==> config.mk <==
export PLATFORM = sky130hd
export DESIGN_NAME = if_id_pipe
export DESIGN_NICKNAME = d
export VERILOG_FILES = /design/src/rtl/if_id_pipe_pkg.sv /design/src/rtl/if_id_pipe_sat_counter.sv /design/src/rtl/if_id_pipe.sv
export SDC_FILE = /design/constraint.sdc
export NUM_CORES = 1
export LEC_CHECK = 0
export ABC_AREA = 1
export CORE_MARGIN = 3
export CORE_UTILIZATION = 46
export CTS_CLUSTER_DIAMETER = 40
export DETAILED_ROUTE_END_ITERATION = 16
export GPL_TIMING_DRIVEN = 0
export PLACE_DENSITY = 0.79
export RECOVER_POWER = 25
export SETUP_SLACK_MARGIN = 0.1
export SYNTH_ARGS = -nofsm -noshare
export SYNTH_HDL_FRONTEND = slang
export SYNTH_HIERARCHICAL = 1
export SYNTH_SLANG_ARGS = --single-unit
==> constraint.sdc <==
create_clock -name clk -period 6.1 [get_ports clk]
set_input_delay 1.22 -clock clk [delete_from_list [all_inputs] [get_ports clk]]
set_output_delay 1.22 -clock clk [all_outputs]
set_load 0.02 [all_outputs]
==> src/rtl/if_id_pipe_pkg.sv <==
// Shared types and constants for the IF/ID pipeline register.
package if_id_pipe_pkg;

    // Occupancy of the two-entry buffer: nothing, main only, main plus skid.
    typedef enum logic [1:0] {
        EMPTY = 2'd0,
        ONE   = 2'd1,
        FULL  = 2'd2
    } pipe_state_e;

    // Level of rst that resets the block.
    localparam logic RST_ACTIVE = 1'b1;

    // Single zero bit, replicated to build a zero word of any width.
    localparam logic ZERO_BIT = 1'b0;

endpackage

==> src/rtl/if_id_pipe_sat_counter.sv <==
// Saturating up-counter used for the pipeline performance counters.
module sat_counter #(
    parameter int WIDTH = 16
) (
    input  logic             clk,
    input  logic             clr_i,
    input  logic             inc_i,
    output logic [WIDTH-1:0] count_o
);
    import if_id_pipe_pkg::*;

    localparam logic [WIDTH-1:0] INC_STEP = {{(WIDTH-1){ZERO_BIT}}, 1'b1};

    logic [WIDTH-1:0] count_q;
    logic [WIDTH-1:0] count_d;

    // Advance by one unless already at all-ones, so the count never wraps.
    always_comb begin
        count_d = count_q;
        if (inc_i && (count_q != {WIDTH{1'b1}})) begin
            count_d = count_q + INC_STEP;
        end
    end

    // Synchronous clear has priority over counting.
    always_ff @(posedge clk) begin
        if (clr_i) begin
            count_q <= {WIDTH{ZERO_BIT}};
        end else begin
            count_q <= count_d;
        end
    end

    assign count_o = count_q;

endmodule

==> src/rtl/if_id_pipe.sv <==
// IF/ID pipeline register with a skid entry so in_ready can be registered,
// plus stall and flush performance counters.
module if_id_pipe
    import if_id_pipe_pkg::*;
#(
    parameter int                ADDR_W   = 32,
    parameter int                INST_W   = 32,
    parameter logic [INST_W-1:0] NOP_INST = '0,
    parameter int                CNT_W    = 16
) (
    input  logic              clk,
    input  logic              rst,
    input  logic              flush,
    input  logic              in_valid,
    output logic              in_ready,
    input  logic [ADDR_W-1:0] in_pc,
    input  logic [INST_W-1:0] in_inst,
    output logic              out_valid,
    input  logic              out_ready,
    output logic [ADDR_W-1:0] out_pc,
    output logic [INST_W-1:0] out_inst,
    output logic [CNT_W-1:0]  stall_cnt,
    output logic [CNT_W-1:0]  flush_cnt
);

    pipe_state_e       state_q, state_d;
    logic              in_ready_q;
    logic [ADDR_W-1:0] main_pc_q, main_pc_d;
    logic [INST_W-1:0] main_inst_q, main_inst_d;
    logic [ADDR_W-1:0] skid_pc_q, skid_pc_d;
    logic [INST_W-1:0] skid_inst_q, skid_inst_d;
    logic              push;
    logic              pop;
    logic              rst_hit;

    assign rst_hit = (rst == RST_ACTIVE);
    assign push    = in_valid && in_ready_q;
    assign pop     = out_valid && out_ready;

    // State and in_ready register; in_ready tracks "next state is not FULL".
    always_ff @(posedge clk) begin
        if (rst_hit) begin
            state_q    <= EMPTY;
            in_ready_q <= 1'b1;
        end else begin
            state_q    <= state_d;
            in_ready_q <= (state_d != FULL);
        end
    end

    // Entry storage; contents only matter while state marks them occupied.
    always_ff @(posedge clk) begin
        main_pc_q   <= main_pc_d;
        main_inst_q <= main_inst_d;
        skid_pc_q   <= skid_pc_d;
        skid_inst_q <= skid_inst_d;
    end

    // Next-state and data movement; flush beats every transfer.
    always_comb begin
        state_d     = state_q;
        main_pc_d   = main_pc_q;
        main_inst_d = main_inst_q;
        skid_pc_d   = skid_pc_q;
        skid_inst_d = skid_inst_q;
        if (flush) begin
            state_d = EMPTY;
        end else begin
            case (state_q)
                EMPTY: begin
                    if (push) begin
                        state_d     = ONE;
                        main_pc_d   = in_pc;
                        main_inst_d = in_inst;
                    end
                end
                ONE: begin
                    if (push && pop) begin
                        main_pc_d   = in_pc;
                        main_inst_d = in_inst;
                    end else if (push) begin
                        state_d     = FULL;
                        skid_pc_d   = in_pc;
                        skid_inst_d = in_inst;
                    end else if (pop) begin
                        state_d = EMPTY;
                    end
                end
                FULL: begin
                    if (pop) begin
                        state_d     = ONE;
                        main_pc_d   = skid_pc_q;
                        main_inst_d = skid_inst_q;
                    end
                end
                default: begin
                    state_d = EMPTY;
                end
            endcase
        end
    end

    // Outputs: the main entry when occupied, a bubble when empty.
    always_comb begin
        in_ready  = in_ready_q;
        out_valid = 1'b0;
        out_pc    = {ADDR_W{ZERO_BIT}};
        out_inst  = NOP_INST;
        if (state_q != EMPTY) begin
            out_valid = 1'b1;
            out_pc    = main_pc_q;
            out_inst  = main_inst_q;
        end
    end

    sat_counter #(.WIDTH(CNT_W)) u_stall_cnt (
        .clk     (clk),
        .clr_i   (rst_hit),
        .inc_i   (out_valid && !out_ready),
        .count_o (stall_cnt)
    );

    sat_counter #(.WIDTH(CNT_W)) u_flush_cnt (
        .clk     (clk),
        .clr_i   (rst_hit),
        .inc_i   (flush && (state_q != EMPTY)),
        .count_o (flush_cnt)
    );

endmodule

==> flow_summary.toml <==
[floorplan]
floorplan.die_area_um2 = 17500
floorplan.initialDensity_pct = 47.6
die_h_um = 132
placement_rows = 45
count_of_boundary_i_o_pins = 167
die_width_um = 132
core_area_um2 = 15400

[setup_path]
critPathCaptureType = "primary output"
setup.worst_path.end = "out_inst[12]"
r2r_endpoint = "skid_pc_q[7]"
cp_data_required_time_ns = 4.88
critical_path_arrival_ns = 2.16
crit_path_max_fanout = 10
r2r-start = "state_q[1]"
worst_r2r_path_depth = 6
regToRegSetupSlack_ns = 3.86
crit_path_start_kind = "flip-flop"
worstSetupPathType = "flip-flop to primary output"
worst_setup_path_startpoint = "state_q[1]"

[clock_tree]
postCtsSetupRepairBufs = 0
clk_pin_slew_worst_paths_ns = 0.06
hold_buffers = 0
h-tree-depth = 4
numClockSinks = 163
cts_made_buffers = 17
ctsLongestPathBuffers = 2
postCtsResizedCells = 0
clk-insertion-delay-late_ns = 0.42
cts_root_buffer = "clkbuf_16"
tritoncts = "built"

[global_route]
global_route.peak_usage_layer = "met2"
groute.usage.overall_pct = 19.4
met3_usage_pct = 4.54
first_global_vias = 5397
globalRoute.totalOverflow = 0
gr-usage-met1_pct = 24.4
grt_start_max_net_pins = 65
grt_antenna_before_repair = 4
globalRouteMet2Util_pct = 33.2
grt_first_pass_wirelength_um = 27000

[routing]
detail_route.drc_violations = 0
antenna_left = 0
first_iter_violations = 348
routed-via-count = 5886
detail_route.wl_per_cell_um = 14.0
vias_per_cell = 4.84
overall_routed_net_length_um = 17000
first_pass_iters = 4

[timing]
rsz0062_at_grt = "false"
finalSetupTns_ns = 0
max_freq_mhz = 296
min_period_ns = 3.38
setup_viol = 0
timing.final.crit_share_pct = 55.4
clock_skew_ns = 0.0103
max_slew.worst_pin.slew_ns = 0.876
timing.max_slew.rel_slack_pct = 41.4
final-max-slew-violation-count = 0
postLayoutSetupSlackWorst_ns = 2.72
hold_viol = 0

[power]
cellLeakagePower_uw = 0.00408
pwr_density_nw_per_um2 = 247
max-vdd-ir-drop_mv = 0.188

[yosys]
synth_cell_types = 20
post_synth_top_area_share_pct = 52.5
synth_seq_area_share_pct = 62.1
synth_area_leaders = "edfxtp_1 52%, nand2_1 12%, dfxtp_1 9.6%"
post_synthesis_cell_count = 803
syn_nets = 874
synth.avg_cell_area_um2 = 9.12
post_synth_instance_area_um2 = 7320
yosys_warnings = 6
yosys.area.top_type = "edfxtp_1"
synth-seq-cells = 163

[layout]
syn_to_final_growth_pct = 35.4
fill_cells = 1294
post_route_cells_drive_above_1_share_pct = 9.57
total_area_of_multi_input_combinational_cells_um2 = 2260
sequential_cell_area_um2 = 4540
final_net_count = 1062

[placement]
dp_slack_ns = 2.53
finalWeightedCongestion = 0.864
placement.io_buffers = 166
detailedPlacementHpwl_um = 12100

[job]
maxCapViolations = 0

[run_status]
run_status = "finished clean"

[worst_hold_path]
min-delay-path-class = "flip-flop to flip-flop"
min_from = "u_stall_cnt/count_o[1]"
worst max-delay path: stages (launching register included):
cell and delay [ns]:
dfxtp_1 0.41, nor2_1 0.09, buf_2 0.24, buf_4 0.22, nor2_1 0.14, clkdlybuf4s50_1 0.64
sequential cells by signal, indices dropped and copies added, names as in the netlist:
| register | cells |
|---|---|
| u_stall_cnt/count_o | 16 |
| state_q | 2 |
| skid_inst_q | 32 |
| in_ready | 1 |
| u_flush_cnt/count_o | 16 |
| skid_pc_q | 32 |
| main_pc_q | 32 |
| main_inst_q | 32 |
where the power goes:
part | internal, µW | switching [µW] | total, µW
Clock | 598 | 427 | 1030
Combinational | 82.8 | 102 | 185
Sequential | 1230 | 7.16 | 1230
Total | 1910 | 537 | 2450
cell type report:
type | count | share of cell area [%]
well taps | 211 | 2.66
multi-input cells | 518 | 22.8
clock buffers | 17 | 4.29
flip-flops and latches | 163 | 45.8
plain buffers | 32 | 1.94
repair buffers | 169 | 17.6
inverters | 90 | 3.41
clock inverters | 14 | 1.40
diodes | 2 | 0.0505
per-stage QoR:
| stage | instance area [µm²] | hold WS [ns] | cells | util [%] | power, µW |
|---|---|---|---|---|---|
| after global routing | 9910 | 0.544 | 1215 | 64.5 | 2520 |
| after CTS | 9910 | 0.526 | 1214 | 64.5 | 2470 |
| final | 9920 | 0.527 | 1216 | 64.5 | 2450 |
| after detailed placement | 9350 | 0.515 | 1183 | 60.8 | 1450 |
| after global placement | 9250 | 0.513 | 1180 | 60.2 | 1450 |
| after floorplan | 7330 | 0.524 | 803 | - | 1350 |
metal layers:
layer | up-vias | part of all wire [%]
li1 | 2964 | -
met1 | 2719 | 43
met2 | 172 | 51
met3 | 25 | 5.0
met4 | 6 | 1.3
met5 | - | 0.16
Yosys cell counts:
cell type / instances
dfxtp_1: 35
inv_1: 89
nor2_1: 138
nand2_2: 4
nor3_1: 3
nand4_1: 8
clkbuf_4: 2
nand3_1: 90
inv_2: 1
a21oi_1: 16
nor2_2: 20
or2_0: 2
edfxtp_1: 128
nor2_8: 2
buf_2: 19
and3_1: 1
nor2_4: 4
ha_1: 2
nand2_1: 228
buf_4: 11
cell families after synthesis:
family | after synthesis | share of synthesized area, %
adder cells (fa/ha/maj) | 2 | 0.342
AND/OR/NAND/NOR | 500 | 29.3
AO/OA/AOI/OAI | 16 | 1.09
buffers and inverters | 122 | 7.24
flip-flops | 163 | 62.1
worst min-delay path by stage:
stage | to | slack, ns | cells past startpoint
6_report | u_stall_cnt/count_o[1] | 0.53 | 2
5_1_grt | u_stall_cnt/count_o[1] | 0.54 | 2
4_1_cts | u_stall_cnt/count_o[1] | 0.53 | 2
3_5_place_dp | u_stall_cnt/count_o[1] | 0.52 | 2
3_3_place_gp | u_stall_cnt/count_o[1] | 0.51 | 2
2_1_floorplan | main_inst_q[0] | 0.52 | 2
cell usage in the layout (no fill, tap or decap), types with 16 or more instances in the layout:
cell	count
a21oi_1	16
buf_2	19
clkbuf_16	17
clkdlybuf4s50_1	102
dfxtp_1	35
dlygate4sd3_1	64
edfxtp_1	128
inv_1	89
nand2_1	228
nand3_1	90
nor2_1	138
nor2_2	20
No activity file was read; power rests on OpenSTA's default activity.
==> edit, RTL diff (same flow settings) <==
Register the output `stall_cnt`, cleared by the reset; this adds one clock of latency there. The other outputs are not delayed to match.
--- a/src/rtl/if_id_pipe.sv
+++ b/src/rtl/if_id_pipe.sv
@@ -23,4 +23,6 @@
     output logic [CNT_W-1:0]  flush_cnt
 );
+
+    logic [CNT_W-1:0] stall_cnt_d;
 
     pipe_state_e       state_q, state_d;
@@ -118,5 +120,5 @@
         .clr_i   (rst_hit),
         .inc_i   (out_valid && !out_ready),
-        .count_o (stall_cnt)
+        .count_o (stall_cnt_d)
     );
 
@@ -128,4 +130,12 @@
     );
 
+    always_ff @(posedge clk) begin
+        if (rst_hit) begin
+            stall_cnt <= '0;
+        end else begin
+            stall_cnt <= stall_cnt_d;
+        end
+    end
+
 endmodule
 
Behaviour: not the same (Yosys sat finds a counterexample within 4 cycles, from zero or initial values and one cycle with rst high).
==> edit against the unedited design <==
- power grew 6.8%
- final area is 8.7% higher
- fmax increased by 0.47%
- worst setup slack improved by 16 ps
- sequential cell count increased by 16
- wire length down 1.8%
- area after synthesis is 11% higher
- register-to-register slack gained 180 ps
- non-clock buffer count fell by 3
- critical path type unchanged
- utilization decreased by 2.2 points
==> edit: results <==
set metrics [dict create \
    drt-met1-wl_mm 6.969 \
    grt_max_degree 35 \
    place_inst 1243 \
    status "finished, final reports clean" \
    power.leakage_nw 4.286 \
    ir_drop_v 0.0001902 \
    dp_slack_ps 2713 \
    reg2regPathDepth 5 \
    hpwl_mm 12.24 \
    r2r-end "main_pc_q[13]" \
    regToRegSetupSlack_ps 4040 \
    skew_ps 7.022 \
    numCtsBuffers 17 \
    clkLatencyLatePin_ps 410 \
    top_layer "met5" \
    dpl_cell_area_um2 10190 \
    synthDistinctLibCells 24 \
    grt_pass1_wl_mm 27.62 \
    synth_seq_area_share_pct 59.75 \
    via_count 5872 \
    cts.htree.levels 4 \
    endpoint "out_inst[14]" \
    nets 1108 \
    drive_gt1_share_pct 14.11 \
    max_slew_margin_pct 39.26 \
    hold_end "stall_cnt[1]" \
    arrival_ps 2140 \
    synth_fa_ha_area_share_pct 0.3074 \
    startpoint "state_q[0]" \
    slowest_stage "clkdlybuf4s50_1" \
    finalCritPeriodShare_pct 55.14 \
    grt_util_all_layers_pct 17.75 \
    yosys-top-cells-count "nand2_1, edfxtp_1, inv_1, nor2_1, nor2_4" \
    antenna_found_initial 6 \
    gp_congestion 0.8605 \
    drtIter0Drc 299 \
    grtUsageMet3_pct 4.345 \
    grt_util_met1_pct 21.60 \
    synth_nets 917 \
    yosys-top-cells-area "edfxtp_1, nand2_1, dfxtp_1, nor2_4, inv_1" \
    synthCells 846 \
]
-- edit: changes by cell type after synthesis, moves of 6 or more --
cell / before / now
nor2_4: 4 / 55
nand3_1: 90 / 24
buf_6: 0 / 6
inv_1: 89 / 104
buf_12: 0 / 6
buf_2: 19 / 11
nand2_1: 228 / 292
dfxtp_1: 35 / 51
buf_4: 11 / 0
nor2_1: 138 / 104
-- edit: layout make-up --
class,count,area (um^2)
Antenna cell,4,10.01
Buffer,26,261.5
Clock buffer,18,429.2
Clock inverter,13,150.1
Fill cell,1417,6513
Inverter,108,405.4
Multi-Input combinational cell,533,2633
Sequential cell,179,4865
Tap cell,225,281.5
Timing Repair Buffer,172,1749
-- edit: power breakdown --
part / total (mW) / internal [mW] / switching, mW / leakage (nW)
clock network: 1.07 / 0.610 / 0.462 / 0.279
registers: 1.34 / 1.33 / 0.00706 / 1.59
logic: 0.202 / 0.0908 / 0.112 / 2.42
